--- src/rtl/gpio_port_if.sv ---
// Register bus between the core data port and the GPIO peripheral.
// The core drives the strobes; the peripheral answers with registered read data.
interface gpio_port_if #(
   parameter int DATA_WIDTH = 32
);
   logic [1:0]            addr;
   logic                  wr_en;
   logic                  rd_en;
   logic [DATA_WIDTH-1:0] wdata;
   logic [DATA_WIDTH-1:0] rdata;
   logic                  rd_valid;

   modport master (output addr, wr_en, rd_en, wdata, input rdata, rd_valid);
   modport slave  (input addr, wr_en, rd_en, wdata, output rdata, rd_valid);
endinterface

--- src/rtl/gpio_port.sv ---
// 8-bit memory-mapped GPIO: LED output register, synchronized and debounced
// inputs, sticky rising-edge flags with a maskable level interrupt.
module gpio_port_lane #(
   parameter int DEBOUNCE_CYCLES = 16
) (
   input  logic clk,
   input  logic reset,
   input  logic pin,
   output logic deb,
   output logic rise
);
   localparam int CW = $clog2(DEBOUNCE_CYCLES) + 1;
   localparam logic [CW-1:0] CNT_MAX = CW'(DEBOUNCE_CYCLES - 1);

   logic [1:0]    sync;
   logic [CW-1:0] cnt;
   logic          accept;

   // The count saturates at CNT_MAX because acceptance clears it on that cycle.
   assign accept = (sync[1] != deb) && (cnt == CNT_MAX);
   assign rise   = accept & sync[1];

   always_ff @(posedge clk) begin
      if (reset) begin
         sync <= '0;
         cnt  <= '0;
         deb  <= 1'b0;
      end else begin
         sync <= {sync[0], pin};
         if (sync[1] == deb) begin
            cnt <= '0;
         end else if (accept) begin
            deb <= sync[1];
            cnt <= '0;
         end else begin
            cnt <= cnt + 1'b1;
         end
      end
   end
endmodule

module gpio_port #(
   parameter int DATA_WIDTH      = 32,
   parameter int GPIO_WIDTH      = 8,
   parameter int DEBOUNCE_CYCLES = 16
) (
   input  logic                  clk,
   input  logic                  reset,
   gpio_port_if.slave            bus,
   input  logic [GPIO_WIDTH-1:0] gpio_in,
   output logic [GPIO_WIDTH-1:0] gpio_out,
   output logic                  irq
);
   localparam logic [1:0] A_OUT = 2'd0, A_IN = 2'd1, A_EDGE = 2'd2, A_IRQ_EN = 2'd3;

   logic [GPIO_WIDTH-1:0] out_r, edge_r, irq_en_r;
   logic [GPIO_WIDTH-1:0] deb, rise, w1c;
   logic [DATA_WIDTH-1:0] rd_word;
   logic                  unused_wdata;

   assign unused_wdata = ^bus.wdata[DATA_WIDTH-1:GPIO_WIDTH];

   for (genvar i = 0; i < GPIO_WIDTH; i++) begin : g_lane
      gpio_port_lane #(.DEBOUNCE_CYCLES(DEBOUNCE_CYCLES)) u_lane (
         .clk   (clk),
         .reset (reset),
         .pin   (gpio_in[i]),
         .deb   (deb[i]),
         .rise  (rise[i])
      );
   end

   assign w1c = (bus.wr_en && bus.addr == A_EDGE) ? bus.wdata[GPIO_WIDTH-1:0] : '0;

   always_comb begin
      rd_word = '0;
      case (bus.addr)
         A_OUT:    rd_word[GPIO_WIDTH-1:0] = out_r;
         A_IN:     rd_word[GPIO_WIDTH-1:0] = deb;
         A_EDGE:   rd_word[GPIO_WIDTH-1:0] = edge_r;
         default:  rd_word[GPIO_WIDTH-1:0] = irq_en_r;
      endcase
   end

   always_ff @(posedge clk) begin
      if (reset) begin
         out_r        <= '0;
         edge_r       <= '0;
         irq_en_r     <= '0;
         bus.rdata    <= '0;
         bus.rd_valid <= 1'b0;
      end else begin
         // A new rising edge outranks a simultaneous clear of the same bit.
         edge_r       <= (edge_r & ~w1c) | rise;
         bus.rd_valid <= bus.rd_en;
         if (bus.rd_en) bus.rdata <= rd_word;
         if (bus.wr_en && bus.addr == A_OUT)    out_r    <= bus.wdata[GPIO_WIDTH-1:0];
         if (bus.wr_en && bus.addr == A_IRQ_EN) irq_en_r <= bus.wdata[GPIO_WIDTH-1:0];
      end
   end

   assign gpio_out = out_r;
   assign irq      = |(edge_r & irq_en_r);
endmodule

--- src/flat_wrapper.sv ---
// flat-port wrapper written by rule: the top's interface ports become plain ports
module gpio_port_flat 
#(
   parameter int DATA_WIDTH      = 32,
   parameter int GPIO_WIDTH      = 8,
   parameter int DEBOUNCE_CYCLES = 16
)
  (clk, reset, gpio_in, gpio_out, irq, bus_addr, bus_wr_en, bus_rd_en, bus_wdata, bus_rdata, bus_rd_valid);
  gpio_port_if #(.DATA_WIDTH(DATA_WIDTH)) bus_i ();
  input  logic clk;
  input  logic reset;
  input  logic [GPIO_WIDTH-1:0] gpio_in;
  output logic [GPIO_WIDTH-1:0] gpio_out;
  output logic irq;
  input wire logic [$bits(bus_i.addr)-1:0] bus_addr;
  input wire logic [$bits(bus_i.wr_en)-1:0] bus_wr_en;
  input wire logic [$bits(bus_i.rd_en)-1:0] bus_rd_en;
  input wire logic [$bits(bus_i.wdata)-1:0] bus_wdata;
  output wire logic [$bits(bus_i.rdata)-1:0] bus_rdata;
  output wire logic [$bits(bus_i.rd_valid)-1:0] bus_rd_valid;
  assign bus_i.addr = bus_addr;
  assign bus_i.wr_en = bus_wr_en;
  assign bus_i.rd_en = bus_rd_en;
  assign bus_i.wdata = bus_wdata;
  assign bus_rdata = bus_i.rdata;
  assign bus_rd_valid = bus_i.rd_valid;
  gpio_port #(.DATA_WIDTH(DATA_WIDTH), .GPIO_WIDTH(GPIO_WIDTH), .DEBOUNCE_CYCLES(DEBOUNCE_CYCLES)) u_core (.clk(clk), .reset(reset), .bus(bus_i), .gpio_in(gpio_in), .gpio_out(gpio_out), .irq(irq));
endmodule
--- config.mk ---
export PLATFORM = sky130hd
export DESIGN_NAME = gpio_port_flat
export DESIGN_NICKNAME = d
export VERILOG_FILES = /design/src/rtl/gpio_port_if.sv /design/src/rtl/gpio_port.sv /design/src/flat_wrapper.sv
export SDC_FILE = /design/constraint.sdc
export NUM_CORES = 1
export LEC_CHECK = 0
export ABC_CLOCK_PERIOD_IN_PS = 3400
export BUFFER_PORTS_ARGS = -buffer_cell sky130_fd_sc_hd__buf_2
export CAP_MARGIN = 5
export CORE_MARGIN = 4
export CORE_UTILIZATION = 35
export DETAILED_ROUTE_END_ITERATION = 10
export GPL_TIMING_DRIVEN = 0
export HOLD_SLACK_MARGIN = 0.06
export PLACE_DENSITY_LB_ADDON = 0.1
export SYNTH_ARGS = -nofsm -noshare
export SYNTH_HDL_FRONTEND = slang
export SYNTH_HIERARCHICAL = 1
export SYNTH_SLANG_ARGS = --single-unit
--- constraint.sdc ---
create_clock -name clk -period 3.4 [get_ports clk]
set_clock_uncertainty 0.15 [all_clocks]
set_input_delay 0.34 -clock clk [delete_from_list [all_inputs] [get_ports clk]]
set_output_delay 0.34 -clock clk [all_outputs]
set_load 0.1 [all_outputs]
# Word level (Yosys, flattened, before mapping)
# Index checks and enable logic that the tools add are counted.
word_totals:
  register_bits: 97
  in_bits: 46
  output_inout_bits: 42
  wordCells: 115
classes:
  addsub: 8
  n_eq_ne: 27
  muxes: 2
  n_bitwise: 20
  reduce_logical: 29
ops:
  columns: ["op", "n"]
  rows:
  - ["5-bit by 1-bit adder with 5-bit output, second input constant", 8]
  - ["5-bit by 4-bit equality test with 1-bit output, second input constant", 8]
  - ["8-bit one-hot mux with 3 select lines", 1]
  - ["3-bit OR reduction", 8]
  - ["8-bit AND", 2]
  - ["2-bit AND reduction", 8]
  - ["1-bit logical AND", 11]
  - ["1-bit AND", 8]
  - ["1-bit equality test", 8]
  - ["8-bit two-way mux", 1]
  - ["1-bit inequality test", 8]
  - ["1-bit NOT", 8]
  - ["8-bit NOT", 1]
  - ["8-bit bitwise OR", 1]
  - ["8-bit OR reduction", 1]
  - ["2-bit equality test, second input constant", 2]
  - ["2-bit by 1-bit equality test with 1-bit output, second input constant", 1]
  - ["2-bit zero test", 1]

# Depth between registers and ports, before layout
# Gate-level depths: netlist (run 1).
logic_depth:
  word_depth: 6
  mapped_depth: 7
  depth_no_buf: 7

# Cells and area by module
# The synthesis (run 1) kept the hierarchy.
by_module_without_submodules:
  columns: ["module", "n_inst", "cells_each", "area_per_inst_um2", "seq_area_each_um2"]
  rows:
  - ["gpio_port_lane", 8, 29, 292.8, 160.2]
  - ["gpio_port", 1, 155, 1600.3, 660.6]

# Worst setup path before layout (run 1)
# No wires, ideal clock.
synth_timing:
  path_kind: "register to output"
  from: "register u_core.edge_r[3]"
  to: "output port irq"
  arrival_time_ps: 1394
  t_required_ps: 2910
  path_slack_ps: 1516
  path_stages_with_launch: 3
  n_path_buf: 0
  cell_sequence: "dfxtp_1 a22oi_1 nand4_1"
synth_via:
  elab_chain_cells: 2
synth_lines:
  columns: ["item", "line_no", "source"]
  rows:
  - ["start, declared", "gpio_port.sv:56", "logic [GPIO_WIDTH-1:0] out_r, edge_r, irq_en_r;"]
  - ["start signal, assigned", "gpio_port.sv:94", "edge_r <= (edge_r & ~w1c) | rise;"]
  - ["8-bit AND", "gpio_port.sv:103", "assign irq = |(edge_r & irq_en_r);"]
  - ["8-bit OR reduction", "gpio_port.sv:103", null]
  - ["end, declared", "flat_wrapper.sv:14", "output logic irq;"]
# Every way passes these cells.

# Worst setup path in the final report (run 1)
# Ends and elaborated chain as after synthesis.

==> results of run 1 <==
synthesized netlist by cell type:
cell / count
nand3b_1: 1
mux4_2: 7
a21oi_1: 8
nand3_2: 1
nor2b_1: 17
xor2_1: 8
nand2_1: 8
nor3_1: 8
mux2i_1: 24
mux4_1: 1
and3_1: 8
buf_2: 2
nor3b_1: 9
buf_4: 25
ha_1: 16
buf_6: 1
nor2_1: 80
or3_4: 8
conb_1: 1
clkbuf_1: 4
inv_1: 16
a22oi_1: 4
xnor2_1: 16
dfxtp_1: 97
nand4_1: 1
or2b_1: 8
nand3_1: 8
cell type report:
type,instances,area [um2]
Fill cell,1086,6190
Antenna cell,1,2.50
Clock buffer,13,260
Buffer,32,224
Multi-Input combinational cell,265,1800
Sequential cell,97,1940
Clock inverter,3,15.0
Inverter,16,60.1
Timing Repair Buffer,45,260
Tap cell,140,175
worst max path at each step:
stage,from,end,slack [ps]
CTS,u_core/edge_r[6],irq,1520
floorplan,u_core/edge_r[3],irq,1520
finish,u_core/edge_r[3],irq,1530
global placement,reset,u_core/edge_r[4],1300
detailed placement,reset,u_core/edge_r[6],1280
global route,u_core/irq_en_r[3],irq,1440
power by group:
group          leakage, nW  internal, mW  switching, mW
Sequential           0.787          1.16         0.0109
Combinational         1.12        0.0697          0.205
Clock                0.139         0.532          0.402
Total                 2.04          1.76          0.618
sequential cells by signal, summed over array words and instances, names as in the netlist:
name and flops:
u_core/g_lane.u_lane/cnt 40, u_core/bus.rdata 8, u_core/bus.rd_valid 1, u_core/edge_r 8
u_core/irq_en_r 8, u_core/g_lane.u_lane/sync 16, u_core/gpio_out 8, u_core/g_lane.u_lane/deb 8
cell usage in the layout, fill, tap and decap left out, drive strengths merged:
cell,count
clkinv,3
diode,1
and3,8
nand4,1
xnor2,16
dfxtp,97
nand2,8
nor3b,9
mux2i,24
or2b,8
nor3,8
nor2b,17
dlygate4sd3,7
ha,16
nand3,9
buf,66
xor2,8
or3,8
a21oi,8
nand3b,1
conb,24
nor2,80
clkbuf,17
mux4,8
inv,16
a22oi,4
kinds of logic after synthesis:
| family | count (synthesis) |
|---|---|
| fa+ha+maj | 16 |
| mux | 32 |
| buf+inv | 48 |
| xor+xnor | 24 |
| flops | 97 |
| simple gates | 157 |
| other cells | 1 |
| compound gates | 12 |
metal layers:
metal | wire (um) | part of all wire, % | global-route usage, % | vias to the layer above
met5 | 0 | 0 | 0 | -
met4 | 100 | 1.4 | 4.59 | 0
met3 | 524 | 7.1 | 4.12 | 8
met2 | 3360 | 46 | 19.4 | 63
met1 | 3360 | 46 | 15.4 | 1214
li1 | - | - | - | 1387
stage by stage:
step / power, mW / hold WS (ps) / instance area (um2) / std cells
global route: 2.48 / 89.7 / 4740 / 611
finish: 2.38 / 69.4 / 4740 / 612
floorplan: 1.42 / 259 / 4030 / 410
global placement: 1.46 / 270 / 4390 / 588
detailed placement: 1.46 / 270 / 4390 / 588
CTS: 2.42 / 63.7 / 4740 / 611
==> flow_metrics.py, run 1 <==
metrics = {
    "critical_path": {
        "r2r_start": "u_core/g_lane[4].u_lane/cnt[0]",
        "crit_path_max_fanout": 3,
        "critPathKind": "flop to output port",
        "reg2reg_depth": 5,
        "crit_required_ps": 2910,
        "crit_family": "buffers and inverters",
        "slowest_stage": "buf_2",
        "rrSetupSlack_ps": 1690,
        "worst_setup_path_end_kind": "output port",
        "cp_num_buf_inv": 1,
        "crit_cells": 3,
        "arrival_ps": 1380,
        "cp_cell_sequence": "a22oi_1, nand4_1, buf_2",
        "critPathLaunchType": "flop",
        "reg2reg_to": "u_core/g_lane[4].u_lane/cnt[3]",
        "max_stage_delay_ps": 440,
    },
    "finish": {
        "nets": 528,
        "utilization_pct": 43.4,
        "area_delta_synth_final_pct": 20.3,
        "final_layout_size_suffix_gt1_share_pct": 20.4,
    },
    "synthesis": {
        "synthTopCellsByArea": "dfxtp_1, nor2_1, mux2i_1, ha_1, buf_4",
        "synth_warnings": 6,
        "synthCells": 387,
        "synth_compound_area_share_pct": 1.78,
        "yosys.area_share.simple_pct": 20.5,
        "ys_seq_area_share_pct": 49.3,
        "netlist_area_mm2": 0.00394,
        "synth_fa_ha_area_share_pct": 5.08,
        "synth_top_family_by_area": "simple AND/OR/NAND/NOR gates",
        "synth_seq_cells": 97,
        "synthXorXnorAreaFrac_pct": 5.33,
        "muxShareOfSynthArea_pct": 10.8,
        "yosysTopAreaCellShare_pct": 49.3,
        "avgSynthCellArea_um2": 10.2,
        "post-synth-top-area-cell": "dfxtp_1",
        "ys_types": 27,
    },
    "cts": {
        "h-tree-depth": 3,
        "cts_tree": "yes",
        "cts_num_sinks": 97,
        "clkLatencyLatePin_ps": 340,
        "clk_pin_slew_ps": 60,
        "numCtsBuffers": 9,
        "cts_setup_buffers": 0,
        "clock_path_buffers": 2,
        "ctsResizeCount": 0,
        "clock-root-buffer": "clkbuf_16",
        "postCtsHoldBufs": 7,
    },
    "floorplanning": {
        "start_util_pct": 36.1,
        "ioPinCount": 88,
        "num_rows": 38,
        "die_w_um": 114,
        "die_area_mm2": 0.0130,
        "die_h_um": 114,
        "core_mm2": 0.0109,
    },
    "hold_path": {
        "hp-start": "gpio_in[7]",
        "hold_path_depth": 2,
        "min_path_type": "input pin to flop",
        "whs_endpoint": "u_core/g_lane[7].u_lane/sync[0]",
    },
    "sta": {
        "postLayoutSetupSlackWorst_ps": 1530,
        "setup_violations": 0,
        "relSlewSlack_pct": 57.5,
        "fmax_ghz": 0.536,
        "hold_violations": 0,
        "fin_setup_tns_ps": 0,
        "worst_pin_slew_ps": 637,
        "timing.final.crit_share_pct": 54.9,
        "rsz0062_at_grt": "no",
        "min_period_ps": 1870,
        "finalMaxSlewViolations": 0,
    },
    "place": {
        "pre_cts_slack_ps": 1280,
        "place_congestion": 0.734,
        "dp_hpwl_um": 5240,
        "port-buffer-count": 38,
    },
    "status": {
        "status": "finished clean",
    },
    "detailed_routing": {
        "firstDrtPassIters": 4,
        "drc": 0,
        "ant_nets": 0,
        "vias_per_cell": 4.37,
        "num_vias": 2672,
        "wire_per_inst_um": 12.0,
        "drt_iter0_drc": 142,
        "wirelength_um": 7340,
    },
    "pwr": {
        "p_leak_nw": 2.04,
        "ir_worst_vdd_mv": 0.265,
        "power-per-cell-area_mw_per_mm2": 501,
    },
    "global_routing": {
        "grt_pass1_wl_um": 12400,
        "grt-ovfl-total": 0,
        "grt_max_degree": 34,
        "grt_usage_pct": 12.2,
        "antenna_found_initial": 0,
        "grt_pass1_vias": 2590,
    },
    "job": {
        "maxCapViolations": 0,
    },
}
Note: power is estimated with default switching activity, not from simulation.
==> run 2, diff against run 1 <==
--- a/config.mk
+++ b/config.mk
@@ -5,7 +5,7 @@
 export SDC_FILE = /design/constraint.sdc
 export NUM_CORES = 1
 export LEC_CHECK = 0
-export ABC_CLOCK_PERIOD_IN_PS = 3400
+export ABC_CLOCK_PERIOD_IN_PS = 1900
 export BUFFER_PORTS_ARGS = -buffer_cell sky130_fd_sc_hd__buf_2
 export CAP_MARGIN = 5
 export CORE_MARGIN = 4
==> constraint.sdc (replaced) <==
create_clock -name clk -period 1.9 [get_ports clk]
set_clock_uncertainty 0.15 [all_clocks]
set_input_delay 0.19 -clock clk [delete_from_list [all_inputs] [get_ports clk]]
set_output_delay 0.19 -clock clk [all_outputs]
set_load 0.1 [all_outputs]
==> flow_metrics.py, run 2 (same netlist as run 1, synthesis figures left out) <==
metrics = {
    "critical_path": {
        "crit_required_ps": 1560,
        "critPathLaunchType": "flop",
        "crit_family": "buffers and inverters",
        "cp_cell_sequence": "a22oi_1, nand4_1, buf_2",
        "max_stage_delay_ps": 440,
        "crit_path_max_fanout": 3,
        "cp_num_buf_inv": 1,
        "slowest_stage": "buf_2",
        "rrSetupSlack_ps": 190,
        "arrival_ps": 1380,
        "critPathKind": "flop to output port",
        "worst_setup_path_end_kind": "output port",
    },
    "sta": {
        "relSlewSlack_pct": 56.6,
        "min_period_ps": 1720,
        "worst_pin_slew_ps": 650,
        "fin_setup_tns_ps": 0,
        "finalMaxSlewViolations": 0,
        "worst_hold_slack_ps": 129,
        "timing.final.crit_share_pct": 90.5,
        "hold_violations": 0,
        "rsz0062_at_grt": "no",
        "fmax_ghz": 0.582,
        "setup_violations": 0,
    },
    "cts": {
        "clock-root-buffer": "clkbuf_16",
        "cts_num_sinks": 97,
        "clk_pin_slew_ps": 70,
        "cts_setup_buffers": 0,
        "clock_path_buffers": 2,
        "h-tree-depth": 3,
        "clkLatencyLatePin_ps": 340,
        "cts_tree": "yes",
        "numCtsBuffers": 9,
    },
    "finish": {
        "fillers": 1082,
        "area_delta_synth_final_pct": 22.5,
        "n_antenna_cell": 0,
        "nets": 537,
        "utilization_pct": 44.2,
        "top_register": "u_core/g_lane.u_lane/cnt",
        "reg_top3": "u_core/g_lane.u_lane/cnt (40), u_core/g_lane.u_lane/sync (16)",
        "final_layout_size_suffix_gt1_share_pct": 20.0,
        "layout_common_cells": "dfxtp_1, nor2_1, buf_2, buf_4",
        "fin_cells": 620,
        "final_common_cell": "dfxtp_1",
        "largest_reg_flops": 40,
    },
    "detailed_routing": {
        "drc": 0,
        "vias_per_cell": 4.37,
        "ant_nets": 0,
        "wirelength_um": 7430,
        "wire_per_inst_um": 12.0,
        "firstDrtPassIters": 4,
        "drt_iter0_drc": 141,
        "num_vias": 2707,
    },
    "job": {
        "maxCapViolations": 0,
    },
    "place": {
        "dp_cells": 588,
        "dp_hpwl_um": 5240,
        "port-buffer-count": 38,
        "place_congestion": 0.734,
    },
    "floorplanning": {
        "die_area_mm2": 0.0130,
        "ioPinCount": 88,
        "core_mm2": 0.0109,
        "die_h_um": 114,
        "die_w_um": 114,
        "start_util_pct": 36.1,
        "num_rows": 38,
    },
    "pwr": {
        "power-per-cell-area_mw_per_mm2": 884,
        "ir_worst_vdd_mv": 0.475,
        "power_mw": 4.27,
        "p_leak_nw": 2.08,
    },
    "global_routing": {
        "grt_usage_pct": 12.4,
        "grt_pass1_vias": 2663,
        "grt-ovfl-total": 0,
        "antenna_found_initial": 0,
        "grt_max_degree": 34,
        "grt_pass1_wl_um": 12600,
    },
    "status": {
        "status": "finished clean",
    },
    "hold_path": {
        "min_path_type": "input pin to flop",
    },
}
[run 2: changes by cell type in the layout (fill, tap and decap cells not counted), sizes merged]
cell         change
diode            -1
dlygate4sd3      +9
[run 2: per-stage QoR]
stage,setup slack [ps],instance area (um2)
after floorplan,166,4030
after CTS,169,4830
after global routing,81.9,4830
after detailed placement,-73.4,4390
after global placement,-48.4,4390
final,181,4830
[run 2: layer usage]
metal,wire [um],track usage [%]
met1,3440,15.7
met2,3410,19.9
met3,481,3.81
met4,100,4.59
met5,0,0
[run 2: report_power, final]
| group | switching, mW | internal [mW] |
|---|---|---|
| clock network | 0.723 | 0.953 |
| logic | 0.369 | 0.137 |
| registers | 0.0195 | 2.07 |
| total | 1.11 | 3.16 |
[run 2: worst paths after layout]
path / start / end / cells after the start
hold / removal: bus_rd_en / u_core/bus.rd_valid / 2
setup reg to reg: u_core/g_lane[4].u_lane/cnt[0] / u_core/g_lane[4].u_lane/cnt[2] / 5
hold reg to reg: u_core/g_lane[3].u_lane/sync[0] / u_core/g_lane[3].u_lane/sync[1] / 1
setup / recovery: u_core/edge_r[3] / irq / 3
[run 2: what timing repair did]
item / 4_1_cts / 5_1_grt
endpoints found under the setup margin: 0 / 0
endpoints found under the hold margin: 24 / 0
resized for setup: 0 / 0
hold buffers: 16 / 0
[run 2: worst reg2reg max path, stage by stage, from the launching register on]
cell     delay (ps)
dfxtp_1         330
ha_1            220
and3_1          190
ha_1            220
or3_4           430
nor2_1          110
[run 2: final cells by class]
| type | count | area [um2] | share of cell area [%] |
|---|---|---|---|
| flip-flops and latches | 97 | 1940 | 40.2 |
| multi-input cells | 265 | 1800 | 37.3 |
| repair buffers | 54 | 350 | 7.25 |
| clock buffers | 13 | 260 | 5.39 |
| plain buffers | 32 | 224 | 4.64 |
| well taps | 140 | 175 | 3.63 |
| inverters | 16 | 60.1 | 1.24 |
| clock inverters | 3 | 15.0 | 0.311 |
==> run 3, diff against run 2 <==
--- a/config.mk
+++ b/config.mk
@@ -11,7 +11,6 @@
 export CORE_MARGIN = 4
 export CORE_UTILIZATION = 35
 export DETAILED_ROUTE_END_ITERATION = 10
-export GPL_TIMING_DRIVEN = 0
 export HOLD_SLACK_MARGIN = 0.06
 export PLACE_DENSITY_LB_ADDON = 0.1
 export SYNTH_ARGS = -nofsm -noshare
==> flow_metrics.py, run 3 (same netlist as run 1, synthesis figures left out) <==
metrics = {
    "detailed_routing": {
        "wl_met3_um": 400,
        "wire_per_inst_um": 11.9,
        "drc": 0,
        "wl_met2_um": 3120,
        "wirelength_um": 7030,
        "drt_iter0_drc": 75,
        "firstDrtPassIters": 4,
        "ant_nets": 0,
        "vias_per_cell": 4.36,
        "num_vias": 2576,
        "wl_met1_um": 3420,
        "top_layer_used": "met4",
    },
    "floorplanning": {
        "die_w_um": 114,
        "num_rows": 38,
        "die_area_mm2": 0.0130,
        "core_mm2": 0.0109,
        "die_h_um": 114,
        "start_util_pct": 36.1,
        "ioPinCount": 88,
    },
    "cts": {
        "clkLatencyLatePin_ps": 330,
        "cts_setup_buffers": 0,
        "numCtsBuffers": 9,
        "ctsResizeCount": 0,
        "postCtsHoldBufs": 16,
        "clk_pin_slew_ps": 60,
        "clock_path_buffers": 2,
        "cts_tree": "yes",
        "h-tree-depth": 3,
        "cts_num_sinks": 97,
        "clock-root-buffer": "clkbuf_16",
    },
    "sta": {
        "setup_violations": 0,
        "timing.final.crit_share_pct": 90.6,
        "finalMaxSlewViolations": 0,
        "rsz0062_at_grt": "no",
        "hold_violations": 0,
        "fmax_ghz": 0.581,
        "fin_setup_tns_ps": 0,
        "min_period_ps": 1720,
    },
    "critical_path": {
        "max_stage_delay_ps": 330,
        "critPathLaunchType": "flop",
        "crit_path_max_fanout": 3,
        "cp_cell_sequence": "a22oi_1, nand4_1, buf_2",
        "reg2reg_depth": 5,
        "reg2reg_to": "u_core/g_lane[4].u_lane/cnt[2]",
        "crit_required_ps": 1560,
        "worst_setup_path_end_kind": "output port",
        "arrival_ps": 1380,
        "critPathKind": "flop to output port",
        "slowest_stage": "buf_2",
        "r2r_start": "u_core/g_lane[4].u_lane/cnt[0]",
        "rrSetupSlack_ps": 210,
    },
    "hold_path": {
        "hp-start": "reset",
        "min_path_type": "input pin to flop",
        "whs_endpoint": "u_core/irq_en_r[6]",
        "hold_path_depth": 2,
    },
    "global_routing": {
        "grt_pass1_vias": 2378,
        "grt_pass1_wl_um": 11600,
        "grt-ovfl-total": 0,
        "grt_max_degree": 22,
        "antenna_found_initial": 0,
        "grt_usage_pct": 11.4,
    },
    "pwr": {
        "p_leak_nw": 1.96,
        "ir_worst_vdd_mv": 0.494,
        "power_mw": 4.18,
        "power-per-cell-area_mw_per_mm2": 895,
    },
    "finish": {
        "fillers": 1055,
        "nets": 512,
        "final_common_cell": "dfxtp_1",
        "n_antenna_cell": 0,
        "final_layout_size_suffix_gt1_share_pct": 16.4,
        "area_delta_synth_final_pct": 18.4,
        "top_register": "u_core/g_lane.u_lane/cnt",
        "layout_common_cells": "dfxtp_1, nor2_1, buf_2, mux2i_1, conb_1",
        "largest_reg_flops": 40,
        "reg_top3": "u_core/g_lane.u_lane/cnt (40), u_core/g_lane.u_lane/sync (16)",
    },
    "place": {
        "port-buffer-count": 39,
        "place_congestion": 0.709,
        "dp_hpwl_um": 5030,
    },
    "status": {
        "status": "finished clean",
    },
    "job": {
        "maxCapViolations": 0,
    },
}
-- run 3: changes by cell type in the layout (fill, tap and decap cells not counted) --
cell	change
nor3b_2	+1
clkinv_2	-2
buf_12	+2
buf_2	-1
clkbuf_1	-6
buf_4	-21
buf_6	-1
nor3b_1	-1
-- run 3: worst max path at each step --
stage	from	to	slack, ps
2_1_floorplan	u_core/edge_r[3]	irq	170
3_3_place_gp	u_core/g_lane[2].u_lane/cnt[0]	u_core/g_lane[2].u_lane/cnt[3]	230
3_5_place_dp	u_core/g_lane[0].u_lane/cnt[0]	u_core/g_lane[0].u_lane/cnt[3]	210
4_1_cts	u_core/edge_r[6]	irq	170
5_1_grt	u_core/edge_r[6]	irq	60
6_report	u_core/edge_r[6]	irq	180
-- run 3: per-stage QoR --
stage	worst slack (ps)	cells	util (%)	hold WS, ps	area [um2]
4_1_cts	168	591	42.7	131	4670
6_report	179	591	42.7	127	4670
2_1_floorplan	166	410	-	109	4030
3_3_place_gp	234	563	38.9	252	4250
3_5_place_dp	215	563	38.9	255	4250
5_1_grt	55.8	591	42.7	134	4670
-- run 3: final cells by class --
class	instances	area (um2)	area share, %
timing repair buffer	61	425	9.11
sequential	97	1940	41.6
inverter	16	60.1	1.29
multi-input combinational	265	1810	38.7
clock buffer	11	253	5.41
tap	140	175	3.75
clock inverter	1	5.00	0.107
-- run 3: layer usage --
layer / track usage, % / vias to the layer above
met5: 0 / -
met4: 3.56 / 0
met3: 4.44 / 6
met2: 17.4 / 45
met1: 15.0 / 1171
li1: - / 1354
-- run 3: worst max-delay path: cells and delay by family, from the launching register on --
family | cells | cell delay [ps]
flip-flops | 1 | 320
AO/OA/AOI/OAI | 1 | 240
buffers and inverters | 1 | 330
AND/OR/NAND/NOR | 1 | 160
-- run 3: report_power, final --
part	switching, mW	internal (mW)	total (mW)
clock	0.689	0.927	1.62
combinational	0.362	0.110	0.473
sequential	0.0200	2.07	2.09
total	1.07	3.11	4.18
